### src/rtl/fetch_stage_pkg.sv
// Shared constants and state encoding for the instruction-fetch stage.
package fetch_stage_pkg;

  localparam int unsigned DATA_W = 32;
  localparam int unsigned ADDR_W = 32;

  localparam logic [DATA_W-1:0] NOP_INSTR = 32'h0000_0013;

  typedef enum logic [1:0] {
    FETCH_S = 2'd0,
    WAIT_S  = 2'd1,
    DROP_S  = 2'd2
  } fetch_state_e;

endpackage

### src/rtl/fetch_stage_if_id_reg.sv
// IF/ID pipeline register: flush beats hold beats load; otherwise a NOP bubble is inserted.
module fetch_stage_if_id_reg
  import fetch_stage_pkg::*;
#(
  parameter int unsigned DATA_WIDTH = DATA_W,
  parameter int unsigned ADDR_WIDTH = ADDR_W
) (
  input  logic                  clk,
  input  logic                  rst_n,
  input  logic                  flush_i,
  input  logic                  hold_i,
  input  logic                  load_i,
  input  logic [DATA_WIDTH-1:0] instr_i,
  input  logic [ADDR_WIDTH-1:0] pc_i,
  output logic [DATA_WIDTH-1:0] instr_o,
  output logic [ADDR_WIDTH-1:0] pc_o,
  output logic [ADDR_WIDTH-1:0] pc_plus4_o,
  output logic                  valid_o
);

  always_ff @(posedge clk) begin
    if (!rst_n) begin
      instr_o    <= DATA_WIDTH'(NOP_INSTR);
      pc_o       <= '0;
      pc_plus4_o <= ADDR_WIDTH'(4);
      valid_o    <= 1'b0;
    end else if (flush_i) begin
      instr_o <= DATA_WIDTH'(NOP_INSTR);
      valid_o <= 1'b0;
    end else if (hold_i) begin
      instr_o <= instr_o;
    end else if (load_i) begin
      instr_o    <= instr_i;
      pc_o       <= pc_i;
      pc_plus4_o <= pc_i + ADDR_WIDTH'(4);
      valid_o    <= 1'b1;
    end else begin
      instr_o <= DATA_WIDTH'(NOP_INSTR);
      valid_o <= 1'b0;
    end
  end

endmodule

### src/rtl/fetch_stage.sv
// Instruction fetch: owns the PC, keeps one imem request in flight, buffers a word
// across decode stalls and discards wrong-path responses after a redirect.
module fetch_stage
  import fetch_stage_pkg::*;
#(
  parameter int unsigned         DATA_WIDTH = DATA_W,
  parameter int unsigned         ADDR_WIDTH = ADDR_W,
  parameter logic [ADDR_WIDTH-1:0] RESET_PC = '0
) (
  input  logic                  clk,
  input  logic                  rst_n,
  input  logic                  stall,
  input  logic                  redirect_valid,
  input  logic [ADDR_WIDTH-1:0] redirect_pc,
  output logic                  imem_req,
  output logic [ADDR_WIDTH-1:0] imem_addr,
  input  logic                  imem_rvalid,
  input  logic [DATA_WIDTH-1:0] imem_rdata,
  output logic [DATA_WIDTH-1:0] instr_d,
  output logic [ADDR_WIDTH-1:0] pc_d,
  output logic [ADDR_WIDTH-1:0] pc_plus4_d,
  output logic                  valid_d
);

  fetch_state_e          state_q, state_d;
  logic [ADDR_WIDTH-1:0] fetch_pc_q, fetch_pc_d;
  logic                  hold_valid_q, hold_valid_d;
  logic [DATA_WIDTH-1:0] hold_instr_q, hold_instr_d;
  logic [ADDR_WIDTH-1:0] hold_pc_q, hold_pc_d;
  logic                  rsp_take;
  logic                  ifid_load;
  logic [DATA_WIDTH-1:0] ifid_instr;
  logic [ADDR_WIDTH-1:0] ifid_pc;

  // Target alignment forces the two low bits to zero.
  logic unused_redirect_lsbs;
  assign unused_redirect_lsbs = ^redirect_pc[1:0];

  always_ff @(posedge clk) begin
    if (!rst_n) begin
      state_q      <= FETCH_S;
      fetch_pc_q   <= RESET_PC;
      hold_valid_q <= 1'b0;
      hold_instr_q <= DATA_WIDTH'(NOP_INSTR);
      hold_pc_q    <= '0;
    end else begin
      state_q      <= state_d;
      fetch_pc_q   <= fetch_pc_d;
      hold_valid_q <= hold_valid_d;
      hold_instr_q <= hold_instr_d;
      hold_pc_q    <= hold_pc_d;
    end
  end

  always_comb begin
    state_d      = state_q;
    fetch_pc_d   = fetch_pc_q;
    hold_valid_d = hold_valid_q;
    hold_instr_d = hold_instr_q;
    hold_pc_d    = hold_pc_q;
    imem_req     = 1'b0;
    rsp_take     = 1'b0;

    case (state_q)
      FETCH_S: begin
        if (!hold_valid_q && !redirect_valid) begin
          imem_req = 1'b1;
          state_d  = WAIT_S;
        end
      end
      WAIT_S: begin
        if (imem_rvalid) begin
          state_d = FETCH_S;
          if (!redirect_valid) begin
            rsp_take   = 1'b1;
            fetch_pc_d = fetch_pc_q + ADDR_WIDTH'(4);
          end
        end else if (redirect_valid) begin
          state_d = DROP_S;
        end
      end
      DROP_S: begin
        if (imem_rvalid) state_d = FETCH_S;
      end
      default: state_d = FETCH_S;
    endcase

    if (redirect_valid) fetch_pc_d = {redirect_pc[ADDR_WIDTH-1:2], 2'b00};

    // Hold register captures a response that decode cannot take; drains on release.
    if (redirect_valid) begin
      hold_valid_d = 1'b0;
    end else if (stall) begin
      if (rsp_take) begin
        hold_valid_d = 1'b1;
        hold_instr_d = imem_rdata;
        hold_pc_d    = fetch_pc_q;
      end
    end else begin
      hold_valid_d = 1'b0;
    end

    if (!rst_n) imem_req = 1'b0;
  end

  assign imem_addr  = fetch_pc_q;
  assign ifid_load  = hold_valid_q || rsp_take;
  assign ifid_instr = hold_valid_q ? hold_instr_q : imem_rdata;
  assign ifid_pc    = hold_valid_q ? hold_pc_q : fetch_pc_q;

  fetch_stage_if_id_reg #(
    .DATA_WIDTH(DATA_WIDTH),
    .ADDR_WIDTH(ADDR_WIDTH)
  ) u_if_id (
    .clk       (clk),
    .rst_n     (rst_n),
    .flush_i   (redirect_valid),
    .hold_i    (stall),
    .load_i    (ifid_load),
    .instr_i   (ifid_instr),
    .pc_i      (ifid_pc),
    .instr_o   (instr_d),
    .pc_o      (pc_d),
    .pc_plus4_o(pc_plus4_d),
    .valid_o   (valid_d)
  );

endmodule
### config.mk
export PLATFORM = sky130hd
export DESIGN_NAME = fetch_stage
export DESIGN_NICKNAME = d
export VERILOG_FILES = /design/src/rtl/fetch_stage_pkg.sv /design/src/rtl/fetch_stage_if_id_reg.sv /design/src/rtl/fetch_stage.sv
export SDC_FILE = /design/constraint.sdc
export NUM_CORES = 1
export LEC_CHECK = 0
export CAP_MARGIN = 20
export CORE_MARGIN = 2
export CORE_UTILIZATION = 51
export CTS_CLUSTER_SIZE = 30
export DETAILED_ROUTE_END_ITERATION = 12
export PLACE_DENSITY = 0.81
export RECOVER_POWER = 25
export REMOVE_ABC_BUFFERS = 1
export SLEW_MARGIN = 20
export SYNTH_ARGS = -nofsm -noshare
export SYNTH_HDL_FRONTEND = slang
export SYNTH_SLANG_ARGS = --single-unit
### constraint.sdc
create_clock -name clk -period 2.7 [get_ports clk]
set_input_delay 0.54 -clock clk [delete_from_list [all_inputs] [get_ports clk]]
set_output_delay 0.54 -clock clk [all_outputs]
set_load 0.01 [all_outputs]
---- Word level (Yosys, flattened, before mapping) ----
Cells that the tools add are included.
storage, ports and cells
  output and inout bits ................... 130
  memories kept ........................... 0
  latch bits .............................. 0
  input bits .............................. 69
  word-level logic and storage cells ...... 52
  memory bits (writable) .................. 0
  bits in registers ....................... 196
  ROM bits ................................ 0
operators by class
  $lt $le $gt $ge ......................... 0
  eq/ne operators ......................... 5
  reduce and logical (&&, ||, !) cells .... 14
  multiplexer cells ....................... 18
  shifts and indexed selects .............. 0
  divide/modulo/power cells ............... 0
  add/sub/neg operators ................... 2
  $mul .................................... 0
  bitwise logic cells ..................... 3
operators by type and width
  kind                   number
  $mux 32                6
  $add 32x3->32 const B  2
  $reduce_and 3->1       3
  $mux 2                 4
  $mux 1                 7
  $pmux 2 s3             1
  $ne 2x2->1 const B     2
  $reduce_and 2->1       2
  $reduce_bool 2->1      2
  $ne 3x3->1 const B     1
  $not 1->1              3
  $reduce_or 3->1        1
  $eq 2x1->1 const B     1
  $eq 2x2->1 const B     1
  $logic_not 1->1        2
  $logic_not 2->1        1
  $reduce_or 2->1        1
  $logic_and 1x1->1      1
  $logic_or 1x1->1       1

---- Depth between registers and ports, before layout ----
  depth in word-level cells ............... 5
  depth in mapped cells ................... 10
  gate-level depth less buffers ........... 6

---- Hierarchy ----
From an unflattened synthesis, not the netlist that was laid out.
unflattened totals
  cell total of the unflattened synthesis .. 1032
  area total of the unflattened synthesis .. 8685.8 um^2
modules (own cells, without submodules)
  module                 times used  area each (um^2)  cells an instance  seq. area each (um^2)
  fetch_stage            1           4894.7            580                1901.8
  fetch_stage_if_id_reg  1           3791.1            452                1901.8

---- Least setup slack after synthesis ----
No wires, ideal clock.
  kind .................................... register to register
  from .................................... reg hold_valid_q
  to ...................................... reg u_if_id.pc_plus4_o[30]
  data arrival time ....................... 2.377 ns
  clock period less this slack ............ 2.473 ns
  required time ........................... 2.604 ns
  cell stages (with the launch flop) ...... 11
  path buffers ............................ 4
  library setup time ...................... 0.096 ns
  slack ................................... 0.227 ns
  cell sequence ........................... dfxtp_1 -> buf_2 -> buf_2 -> buf_2 -> mux2_2 -> ha_1 -> and2_0 -> and4_1 -> clkbuf_1 -> a41o_1 -> o311ai_1
between the ends
  word-level cells in the longest chain between the ends .. 2
  elaborated cells between the ends (all ways) .. 4
  those cells by class .................... add/sub: 1; mux: 1; reduce/logical: 2
ends and longest elaborated chain
  element                 RTL line                     source
  from (decl)             fetch_stage.sv:27            logic hold_valid_q, hold_valid_d;
  from (signal assigned)  fetch_stage.sv:49            hold_valid_q <= hold_valid_d;
  $mux 32                 fetch_stage.sv:109           assign ifid_pc = hold_valid_q ? hold_pc_q : fetch_pc_q;
  via ifid_pc[3]          fetch_stage.sv:33            logic [ADDR_WIDTH-1:0] ifid_pc;
  $add 32x3->32           fetch_stage_if_id_reg.sv:35  pc_plus4_o <= pc_i + ADDR_WIDTH'(4);
  to (signal assigned)    fetch_stage_if_id_reg.sv:35
  to (decl)               fetch_stage_if_id_reg.sv:17  output logic [ADDR_WIDTH-1:0] pc_plus4_o,
The timed path passes the listed nets, and every way through them passes these cells.
A chain may end at the register's enable or synchronous reset.

---- Worst setup path after layout ----
  from .................................... reg hold_valid_q
  to ...................................... out imem_req
between the ends
  word-level cells in the longest chain between the ends .. 5
ends and longest elaborated chain
  element            RTL line            source
  $logic_not 1->1    fetch_stage.sv:66   if (!hold_valid_q && !redirect_valid) begin
  $logic_and 1x1->1  fetch_stage.sv:66
  $mux 1             fetch_stage.sv:66
  $mux 1             fetch_stage.sv:64   case (state_q)
  $mux 1             fetch_stage.sv:103  if (!rst_n) imem_req = 1'b0;
  to (decl)          fetch_stage.sv:15   output logic imem_req,
Every way passes these cells.

==> impl_metrics.env <==
export IMPL_p_leak_nw=4.57
export IMPL_setup_viol=0
export IMPL_grt_pass1_vias=7611
export IMPL_fin_util_pct=67.7
export IMPL_rows=48
export IMPL_track_usage_pct=26.0
export IMPL_synth_common_cells="222 x nand2_1, 188 x dfxtp_1, 72 x o21ai_0"
export IMPL_placed_area_um2=11100
export IMPL_dp_slack_ns=-0.0397
export IMPL_r2r_cells=6
export IMPL_core_um2=17300
export IMPL_status="complete, no violations"
export IMPL_via_per_inst=5.76
export IMPL_cts_buffers=17
export IMPL_setup_ws_ns=0.159
export IMPL_synth_seq_cells=188
export IMPL_ant_nets=0
export IMPL_vias=8332
export IMPL_grt_max_degree=125
export IMPL_drt_iter0_drc=509
export IMPL_yosysUniqueCellTypes=70
export IMPL_drive_gt1_share_pct=8.84
export IMPL_wl_per_cell_um=16.8
export IMPL_io_pins=199
export IMPL_yosysTopAreaCell="dfxtp_1"
export IMPL_avgSynthCellArea_um2=8.59
export IMPL_hold_viol=0
export IMPL_period_share_pct=94.1
export IMPL_hold_end="u_if_id.valid_o"
export IMPL_io_buffer_count=190
export IMPL_r2r_slack_ns=0.29
export IMPL_cts_path_max_buffers=2
export IMPL_hpwl_mm=16.7
export IMPL_synth_top_area_share_pct=41.8
export IMPL_p_per_area_nw_per_um2=505
export IMPL_holdBufCountCts=0
export IMPL_htree_levels=4
export IMPL_cp_data_arrival_time_ns=2.00
export IMPL_hold_path_cell_count=2
export IMPL_antenna_found_initial=0
export IMPL_whs_ns=0.443
export IMPL_synth_compound_area_share_pct=19.8
export IMPL_floorplan_die_area_um2=18700
export IMPL_diodes=0
export IMPL_die_h_um=137
export IMPL_async_flop_share_pct=0
export IMPL_cts_num_sinks=188
export IMPL_hp_start="u_if_id.valid_o"
export IMPL_cts_tree="done"
export IMPL_r2r_end="u_if_id.pc_plus4_o[29]"
export IMPL_setup_worst_path_class="reg2out"
export IMPL_synth_fa_ha_area_share_pct=0.278
export IMPL_synthFlopType="dfxtp_1"
export IMPL_start_util_pct=52.0
export IMPL_ys_warn_count=0
export IMPL_gp_congestion=0.849
export IMPL_reg2reg_from="hold_valid_q"
export IMPL_synthesis_area_um2=9000
export IMPL_total_power_mw=5.91
export IMPL_synthSimpleGateAreaFrac_pct=22.9
export IMPL_drc=0
export IMPL_worst_pin_slew_ns=0.905
export IMPL_max_cap_violations=0
export IMPL_synth_top_family_by_area="simple AND/OR/NAND/NOR gates"
export IMPL_area_growth_syn_to_layout_pct=30.0
export IMPL_overflow=0
export IMPL_nets=1280
export IMPL_fin_area_um2=11700
export IMPL_required_ns=2.16
export IMPL_root_buffer="clkbuf_16"
export IMPL_cts_setup_buffers=0
export IMPL_drt_total_wl_mm=24.2
export IMPL_ys_seq_area_share_pct=41.8
export IMPL_rsz0062_at_grt="no"
export IMPL_cts_reportedPaths_clkPinSlew_ns=0.07
export IMPL_cp_max_fo=34
export IMPL_synthTopCellsByArea="dfxtp_1 42%, nand2_1 9.3%, mux2i_1 6.1%"
export IMPL_fin_crit_ns=2.54
export IMPL_end_kind="output port"
export IMPL_drt_pass1_iterations=5
export IMPL_die_width_um=137
export IMPL_skew_ns=0.00747
export IMPL_critPathLaunch="hold_valid_q"
export IMPL_hold_path_class="reg2reg"
export IMPL_max_freq_mhz=393
export IMPL_grt_first_pass_wirelength_mm=38.6
export IMPL_maxSlewViolCount=0
export IMPL_synth_edf_count=0
export IMPL_clk_insertion_delay_late_ns=0.43
export IMPL_slew_headroom_pct=39.1
export IMPL_synth_mux_area_share_pct=7.24
export IMPL_synthXorXnorAreaFrac_pct=2.72
export IMPL_critPathLaunchType="flop"
export IMPL_synthCells=1048
export IMPL_peakVddDrop_mv=0.444
export IMPL_yosysMostFrequentCell="nand2_1"
-- cells by family after synthesis --
kind of cell,count (synthesis)
simple gates,416
compound gates,251
flops,188
buf+inv,98
mux,64
xor+xnor,28
fa+ha+maj,2
other cells,1
-- how the worst max path moves through the flow --
| stage | endpoint | slack [ns] | cells past startpoint |
|---|---|---|---|
| floorplan | u_if_id.pc_plus4_o[15] | -3.11 | 4 |
| finish | imem_req | 0.16 | 3 |
| global route | imem_req | 0.04 | 3 |
| CTS | imem_req | 0.07 | 3 |
| global placement | imem_addr[31] | -0.003 | 6 |
| detailed placement | imem_addr[31] | -0.04 | 6 |
-- power by group --
group | total [mW] | internal [mW] | switching (mW)
clock network | 2.47 | 1.30 | 1.17
logic | 0.529 | 0.280 | 0.249
registers | 2.91 | 2.83 | 0.0817
-- layer usage --
layer	vias up	part of all wire, %	GRT usage, %
li1	4017	-	-
met1	4020	43	33.1
met2	268	48	43.8
met3	27	7.0	6.52
met4	0	1.5	7.39
met5	-	0	0
-- flip-flops by register name, summed over array words and instances (netlist names) --
signal / cells
hold_pc_q: 30
u_if_id.pc_plus4_o: 30
hold_instr_q: 32
u_if_id.valid_o: 1
u_if_id.pc_o: 30
u_if_id.instr_o: 32
imem_addr: 30
state_q: 2
hold_valid_q: 1
-- layout by cell type (no fill, tap or decap), types with 10 or more instances in the layout --
cell type | synthesis | layout
and3_1 | 17 | 16
nand3b_1 | 14 | 14
mux2i_1 | 55 | 55
clkdlybuf4s50_1 | 0 | 120
clkbuf_16 | 0 | 18
nor2_1 | 16 | 16
o211a_1 | 34 | 34
dfxtp_1 | 188 | 187
xnor2_1 | 20 | 20
nand3_1 | 61 | 61
and2_1 | 13 | 10
nand2_1 | 222 | 221
dlygate4sd3_1 | 0 | 69
a21oi_1 | 17 | 17
o21ai_0 | 72 | 72
a31oi_1 | 10 | 10
buf_4 | 8 | 34
a21boi_0 | 67 | 67
-- what timing repair did --
| action | in CTS | in global routing |
|---|---|---|
| gates resized for setup | 0 | 2 |
| endpoints found under the setup margin | 0 | 4 |
| hold endpoints to repair | 0 | 0 |
-- area by class of cell --
class | instances | area, um^2
fill | 1440 | 5590
multi-input combinational | 767 | 4800
sequential | 188 | 3770
timing repair buffer | 229 | 2250
clock buffer | 19 | 464
tap | 225 | 282
clock inverter | 13 | 120
inverter | 6 | 22.5
-- critical path, cell delays in order (launching register included) --
cell and delay [ns]:
dfxtp_4 0.47, buf_4 0.26, nor4_2 0.25, clkdlybuf4s50_1 0.58
-- through the flow --
stage,TNS [ns],std cells
detailed placement,-0.0505,1415
global placement,-0.00330,1415
finish,0,1447
global route,0,1447
floorplan,-249.15,961
CTS,0,1447
(Power assumes the default switching activity.)
==> RTL change 1 (same flow settings) <==
Make the reset (`rst_n`) asynchronous in 2 clocked blocks.
--- a/src/rtl/fetch_stage_if_id_reg.sv
+++ b/src/rtl/fetch_stage_if_id_reg.sv
@@ -18,7 +18,7 @@
   output logic                  valid_o
 );
 
-  always_ff @(posedge clk) begin
+  always_ff @(posedge clk or negedge rst_n) begin
     if (!rst_n) begin
       instr_o    <= DATA_WIDTH'(NOP_INSTR);
       pc_o       <= '0;
--- a/src/rtl/fetch_stage.sv
+++ b/src/rtl/fetch_stage.sv
@@ -36,7 +36,7 @@
   logic unused_redirect_lsbs;
   assign unused_redirect_lsbs = ^redirect_pc[1:0];
 
-  always_ff @(posedge clk) begin
+  always_ff @(posedge clk or negedge rst_n) begin
     if (!rst_n) begin
       state_q      <= FETCH_S;
       fetch_pc_q   <= RESET_PC;
Function: differs if rst_n is asserted again (counterexample within 4 cycles, from zero or initial values and one cycle with rst_n low); with rst_n held inactive, the same outputs for 4 cycles.
==> RTL change 1 against the unedited design <==
The run now ends with max-capacitance violations, max-slew violations left; routed wire length down 7.1%; synthesized cell count down 19%; setup slack worse by 26 ps; synthesized area up 0.60%; cell count down 11%; clock skew down 1.3 ps; sequential share of layout area up 7.4 points; non-clock buffer count up 3; register-to-register slack worse by 160 ps; design area up 1.8%; first-iteration DRC count down 27%; sequential cell count unchanged; die area up 0.58%.
Power is not compared: it rests on default switching activity, and its combinational part moved more than twofold at a synthesized area within 25%.
==> RTL change 1: results (changes against the unedited design) <==
### Synth
* 54 — number of distinct standard cells referenced by the synthesized netlist, was 70
* 52.0% — portion of the post-synthesis area used by sequential elements, was 41.8%
* sky130_fd_sc_hd__dfrtp_1 (50%), sky130_fd_sc_hd__mux2_2 (8.1%), sky130_fd_sc_hd__mux2i_1 (6.5%), sky130_fd_sc_hd__nand2_1 (6.0%), sky130_fd_sc_hd__o21ai_0 (5.7%) — dominant cells by area after synthesis, was sky130_fd_sc_hd__dfxtp_1 (42%), sky130_fd_sc_hd__nand2_1 (9.3%), sky130_fd_sc_hd__mux2i_1 (6.1%), sky130_fd_sc_hd__a21boi_0 (5.6%), sky130_fd_sc_hd__o21ai_0 (4.0%)
* 100% — Post-synth ARST share, was 0%
* sky130_fd_sc_hd__dfrtp_1 (181), sky130_fd_sc_hd__nand2_1 (145), sky130_fd_sc_hd__o21ai_0 (103) — top cell types by occurrence after synthesis, was sky130_fd_sc_hd__nand2_1 (222), sky130_fd_sc_hd__dfxtp_1 (188), sky130_fd_sc_hd__o21ai_0 (72)

### Routing
* 22,500 um — routed wire length, was 24,200 um
* 6 — iteration count of the initial detailed-routing pass, was 5
* 373 — DRC marker count from the first detailed-route iteration, was 509
* 5.53 — via density per instance, was 5.76
* 10,600 um — total met2 wirelength after detailed routing, was 11,700 um
* 10,400 um — wire length the detailed router placed on met1, was 10,500 um

### Min path
* u_if_id.valid_o$_DFFE_PN0N_ — beginning of the worst hold path, was u_if_id.valid_o$_SDFFE_PP0N_

### Timing
* -13.3% — slew margin rel., was 39.1%
* 2570 ps — Min Clock Period, post-route, was 2540 ps
* 6.12 ps — Clock Skew, was 7.47 ps
* 47 — number of pins with negative max-slew slack in the final report, was 0

### GRT
* 35,900 um — global-route wire length before repair, was 38,600 um
* 34.8% — met1 track utilization from global routing, was 33.1%
* 92 — pin count of the biggest net entering global routing, was 125
* 38.6% — met2 track demand over resource in global routing, was 43.8%

### Run status
* max-capacitance violations, max-slew violations — failing checks
* finished with violations — outcome, was complete, no violations

### Critical path
* hold_valid_q$_DFFE_PN0P_ — R2R Path Start, was hold_valid_q$_SDFFE_PP0P_
* 620 ps — crit-path max cell delay, was 580 ps
* sky130_fd_sc_hd__dfrtp_4 — critical-path cell with the highest stage delay, was sky130_fd_sc_hd__clkdlybuf4s50_1
* 25 — critical-path maximum fanout, was 34
* flip-flops — delay-heaviest family, CP, was buffers and inverters
* u_if_id.pc_plus4_o[28]$_DFFE_PN0P_ — R2R Path End, was u_if_id.pc_plus4_o[29]$_SDFFE_PN0P_
* 2030 ps — Worst Path Arrival, was 2000 ps

### Place
* 168 ps — placement-stage worst setup slack, was -39.7 ps
* 15,900 um — post-DP HPWL, was 16,700 um

### Finish
* 1,382 — count of fill cells added during filler insertion, was 1,440
* 1,114 — net total in the final layout, was 1,280

### Job
* 1 — number of max-cap violations, was 0

RTL change 1: cell count changes in the layout (fill, tap and decap cells not counted), sizes merged, moves of 56 or more:
| cell | delta |
|---|---|
| dfxtp | -188 |
| dfrtp | +181 |
| nand2 | -77 |
| dlygate4sd3 | -69 |
| clkdlybuf4s50 | +68 |
| a21boi | -67 |
| mux2 | +56 |
RTL change 1: final cells by class:
type | count | area share (%)
clock buffer | 23 | 4.10
clock inverter | 9 | 1.13
inverter | 5 | 0.158
multi-input combinational | 599 | 33.7
sequential | 188 | 39.6
tap | 225 | 2.36
timing repair buffer | 232 | 18.9
RTL change 1: through the flow:
step                std cells  cell area, sq um  total power, uW  util (%)
floorplan                 792              8730             4770         -
global placement         1249             11300             5850      65.2
global route             1281             11900             8910      68.6
finish                   1281             11900             8510      68.6
detailed placement       1249             11300             5940      65.2
CTS                      1281             11900             8570      68.8
RTL change 1: worst min-delay path by stage:
stage,end,cells past startpoint,slack [ps]
after floorplan,hold_instr_q[10]$_DFFE_PN0P_,0,240
after global placement,u_if_id.valid_o$_DFFE_PN0N_,2,460
after detailed placement,u_if_id.valid_o$_DFFE_PN0N_,2,460
after CTS,u_if_id.pc_o[6]$_DFFE_PN0P_,2,160
after global routing,u_if_id.pc_o[29]$_DFFE_PN0P_,1,490
final,u_if_id.valid_o$_DFFE_PN0N_,2,480
RTL change 1: kinds of logic after synthesis:
logic type                 after synthesis  synth area share, %
xor gates and xnor gates                47                 4.55
adders and majority gates                2                0.276
other                                    1               0.0414
DFF                                    188                 52.0
buffers and inverters                   71                 3.97
muxes                                  124                 14.6
AOI/OAI and AO/OA                      150                 9.73
and+or+nand+nor                        270                 14.8
==> RTL change 2 (same settings) <==
Without the edit above. Change the package constant `DATA_W` from 32 to 40.
--- a/src/rtl/fetch_stage_pkg.sv
+++ b/src/rtl/fetch_stage_pkg.sv
@@ -1,7 +1,7 @@
 // Shared constants and state encoding for the instruction-fetch stage.
 package fetch_stage_pkg;
 
-  localparam int unsigned DATA_W = 32;
+  localparam int unsigned DATA_W = 40;
   localparam int unsigned ADDR_W = 32;
 
   localparam logic [DATA_W-1:0] NOP_INSTR = 32'h0000_0013;
Interface: changed (resized imem_rdata and instr_d); port bits go from 199 to 215. The function was not compared with the original's and may differ.
==> RTL change 2 against the unedited design <==
Clock power up 19%; setup slack worse by 6.1 ps; synthesized area increased by 4.4%; design area up 6.7%; routed wire length up 9.8%; count of clock-buffer cells in the layout up 11; power is 13% higher; clock skew is 3.9 ps higher; sequential cell count increased by 16; critical endpoint is now u_if_id.pc_plus4_o[31]$_SDFFE_PN0P_; largest cell class unchanged.
==> RTL change 2: results (changes against the unedited design) <==
### Run status
* complete, no violations — outcome, unchanged

### Critical path
* u_if_id.pc_plus4_o[31]$_SDFFE_PN0P_ — Critical Path Sink, was imem_req
* 2990 ps — Worst Path Arrival, was 2000 ps
* 150 ps — flop2flop setup slack, was 290 ps
* 43 — critical-path maximum fanout, was 34

### Min path
* rst_n — beginning of the worst hold path, was u_if_id.valid_o$_SDFFE_PP0N_
* primary input to flop — class of the tightest hold or removal check, was flop to flop

### Synth
* 55 — number of distinct standard cells referenced by the synthesized netlist, was 70
* 0 — yosys warns, unchanged
* sky130_fd_sc_hd__nand2_1 (254), sky130_fd_sc_hd__dfxtp_1 (204), sky130_fd_sc_hd__o21ai_0 (83) — top cell types by occurrence after synthesis, was sky130_fd_sc_hd__nand2_1 (222), sky130_fd_sc_hd__dfxtp_1 (188), sky130_fd_sc_hd__o21ai_0 (72)
* sky130_fd_sc_hd__dfxtp_1 — most frequently used flop master after synthesis, unchanged
* 43.4% — portion of the post-synthesis area used by sequential elements, was 41.8%
* sky130_fd_sc_hd__dfxtp_1 (43%), sky130_fd_sc_hd__nand2_1 (10%), sky130_fd_sc_hd__mux2i_1 (7.0%), sky130_fd_sc_hd__a21boi_0 (5.7%), sky130_fd_sc_hd__o21ai_0 (4.4%) — dominant cells by area after synthesis, was sky130_fd_sc_hd__dfxtp_1 (42%), sky130_fd_sc_hd__nand2_1 (9.3%), sky130_fd_sc_hd__mux2i_1 (6.1%), sky130_fd_sc_hd__a21boi_0 (5.6%), sky130_fd_sc_hd__o21ai_0 (4.0%)

### GRT
* 8,489 — vias in the first global route, was 7,611
* 0 — initial antenna violation count, unchanged
* 34.6% — met1 track utilization from global routing, was 33.1%
* 4.51% — met3 GRT Util, was 6.52%
* 81 — pin count of the biggest net entering global routing, was 125
* 43,300 um — global-route wire length before repair, was 38,600 um
* 26.6% — global routing usage summed across all routing layers, was 26.0%
* 45.0% — met2 track demand over resource in global routing, was 43.8%

### Finish
* 1,382 — net total in the final layout, was 1,280
* 0 — number of antenna cells inserted, unchanged
* 7.07% — fraction of layout instances using a drive strength above 1, was 8.84%
* hold_instr_q: 40 flops, u_if_id.instr_o: 40 flops — leading registers by flop count, was hold_instr_q: 32 flops, u_if_id.instr_o: 32 flops
* 1,496 — count of fill cells added during filler insertion, was 1,440

### Routing
* 8,738 — via count of the routed design, was 8,332
* 26,600 um — routed wire length, was 24,200 um
* 690 — DRC marker count from the first detailed-route iteration, was 509

### Clock network
* 500 ps — clock latency on the worst-skew pair, was 430 ps
* 0 — quantity of gates resized following cts, unchanged
* 3 — Clock Path Buffers, was 2
* 22 — number of buffers created by CTS, was 17
* 1 — number of H-tree levels, was 4

### Power
* 0.00465 uW — Lkg Pwr, was 0.00457 uW
* 1550 uW — switching power of the nets, was 1500 uW
* 0.000484 V — worst voltage drop across the vdd grid, was 0.000444 V

### Place
* 0.895 — last weighted congestion value of the routability-driven placer, was 0.849
* 206 — number of port buffers, was 190
* 18,300 um — post-DP HPWL, was 16,700 um

### Timing
* 804 ps — worst-margin pin slew, was 905 ps
* 11.4 ps — Clock Skew, was 7.47 ps

==> RTL change 2: cells by family after synthesis <==
logic type / synth area share (%)
buf+inv: 4.90
fa+ha+maj: 0.266
other cells: 0.0399
compound gates: 19.0
simple gates: 21.7
xor+xnor: 2.89
mux: 7.75
flops: 43.4
==> RTL change 2: worst max-delay path, cell delays in order (launching register included) <==
cell and delay [ps]:
sky130_fd_sc_hd__dfxtp_4 460, sky130_fd_sc_hd__buf_12 240, sky130_fd_sc_hd__nand4_1 210, sky130_fd_sc_hd__a221oi_1 650, sky130_fd_sc_hd__nand3_1 270, sky130_fd_sc_hd__or4_1 550
sky130_fd_sc_hd__nand3_1 80
==> RTL change 2: how the worst min path moves through the flow <==
stage	endpoint	slack [ps]	depth (start not counted)
2_1_floorplan	hold_instr_q[0]$_SDFFE_PN1P_	440	2
3_3_place_gp	u_if_id.valid_o$_SDFFE_PP0N_	430	2
3_5_place_dp	u_if_id.valid_o$_SDFFE_PP0N_	440	2
4_1_cts	imem_addr[14]$_SDFFE_PN0P_	370	2
5_1_grt	imem_addr[14]$_SDFFE_PN0P_	380	2
6_report	imem_addr[14]$_SDFFE_PN0P_	390	2
==> RTL change 2: through the flow <==
| stage | setup slack (ps) | total power, uW | cells | area (sq um) | setup TNS, ps |
|---|---|---|---|---|---|
| after detailed placement | -34.0 | 3800 | 1508 | 11800 | -34.0 |
| after global routing | 46.1 | 6910 | 1545 | 12500 | 0 |
| after floorplan | -3560 | 3430 | 1023 | 9000 | -273610 |
| after CTS | 186 | 6720 | 1545 | 12500 | 0 |
| final | 152 | 6680 | 1545 | 12500 | 0 |
| after global placement | 28.7 | 3790 | 1508 | 11800 | 0 |
==> RTL change 2: cell type report <==
| cell class | count | area [sq um] | area share, % |
|---|---|---|---|
| Sequential cell | 204 | 4090 | 32.7 |
| Clock inverter | 7 | 60.1 | 0.481 |
| Timing Repair Buffer | 256 | 2490 | 19.9 |
| Clock buffer | 30 | 642 | 5.14 |
| Inverter | 12 | 45.0 | 0.361 |
| Tap cell | 229 | 287 | 2.30 |
| Multi-Input combinational cell | 807 | 4870 | 39.0 |
==> RTL change 2: power groups by stage <==
stage | combinational, uW | clock, uW | sequential [uW]
after global routing | 652 | 3110 | 3140
after detailed placement | 602 | 0 | 3200
final | 599 | 2940 | 3140
after floorplan | 208 | 0 | 3220
after global placement | 595 | 0 | 3200
after CTS | 607 | 2980 | 3130
==> RTL change 2: per-layer routing <==
metal | up-vias | routed length [um]
met1 | 4055 | 11300
met3 | 56 | 1970
met4 | 0 | 792
li1 | 4287 | -
met2 | 340 | 12600
met5 | - | 0
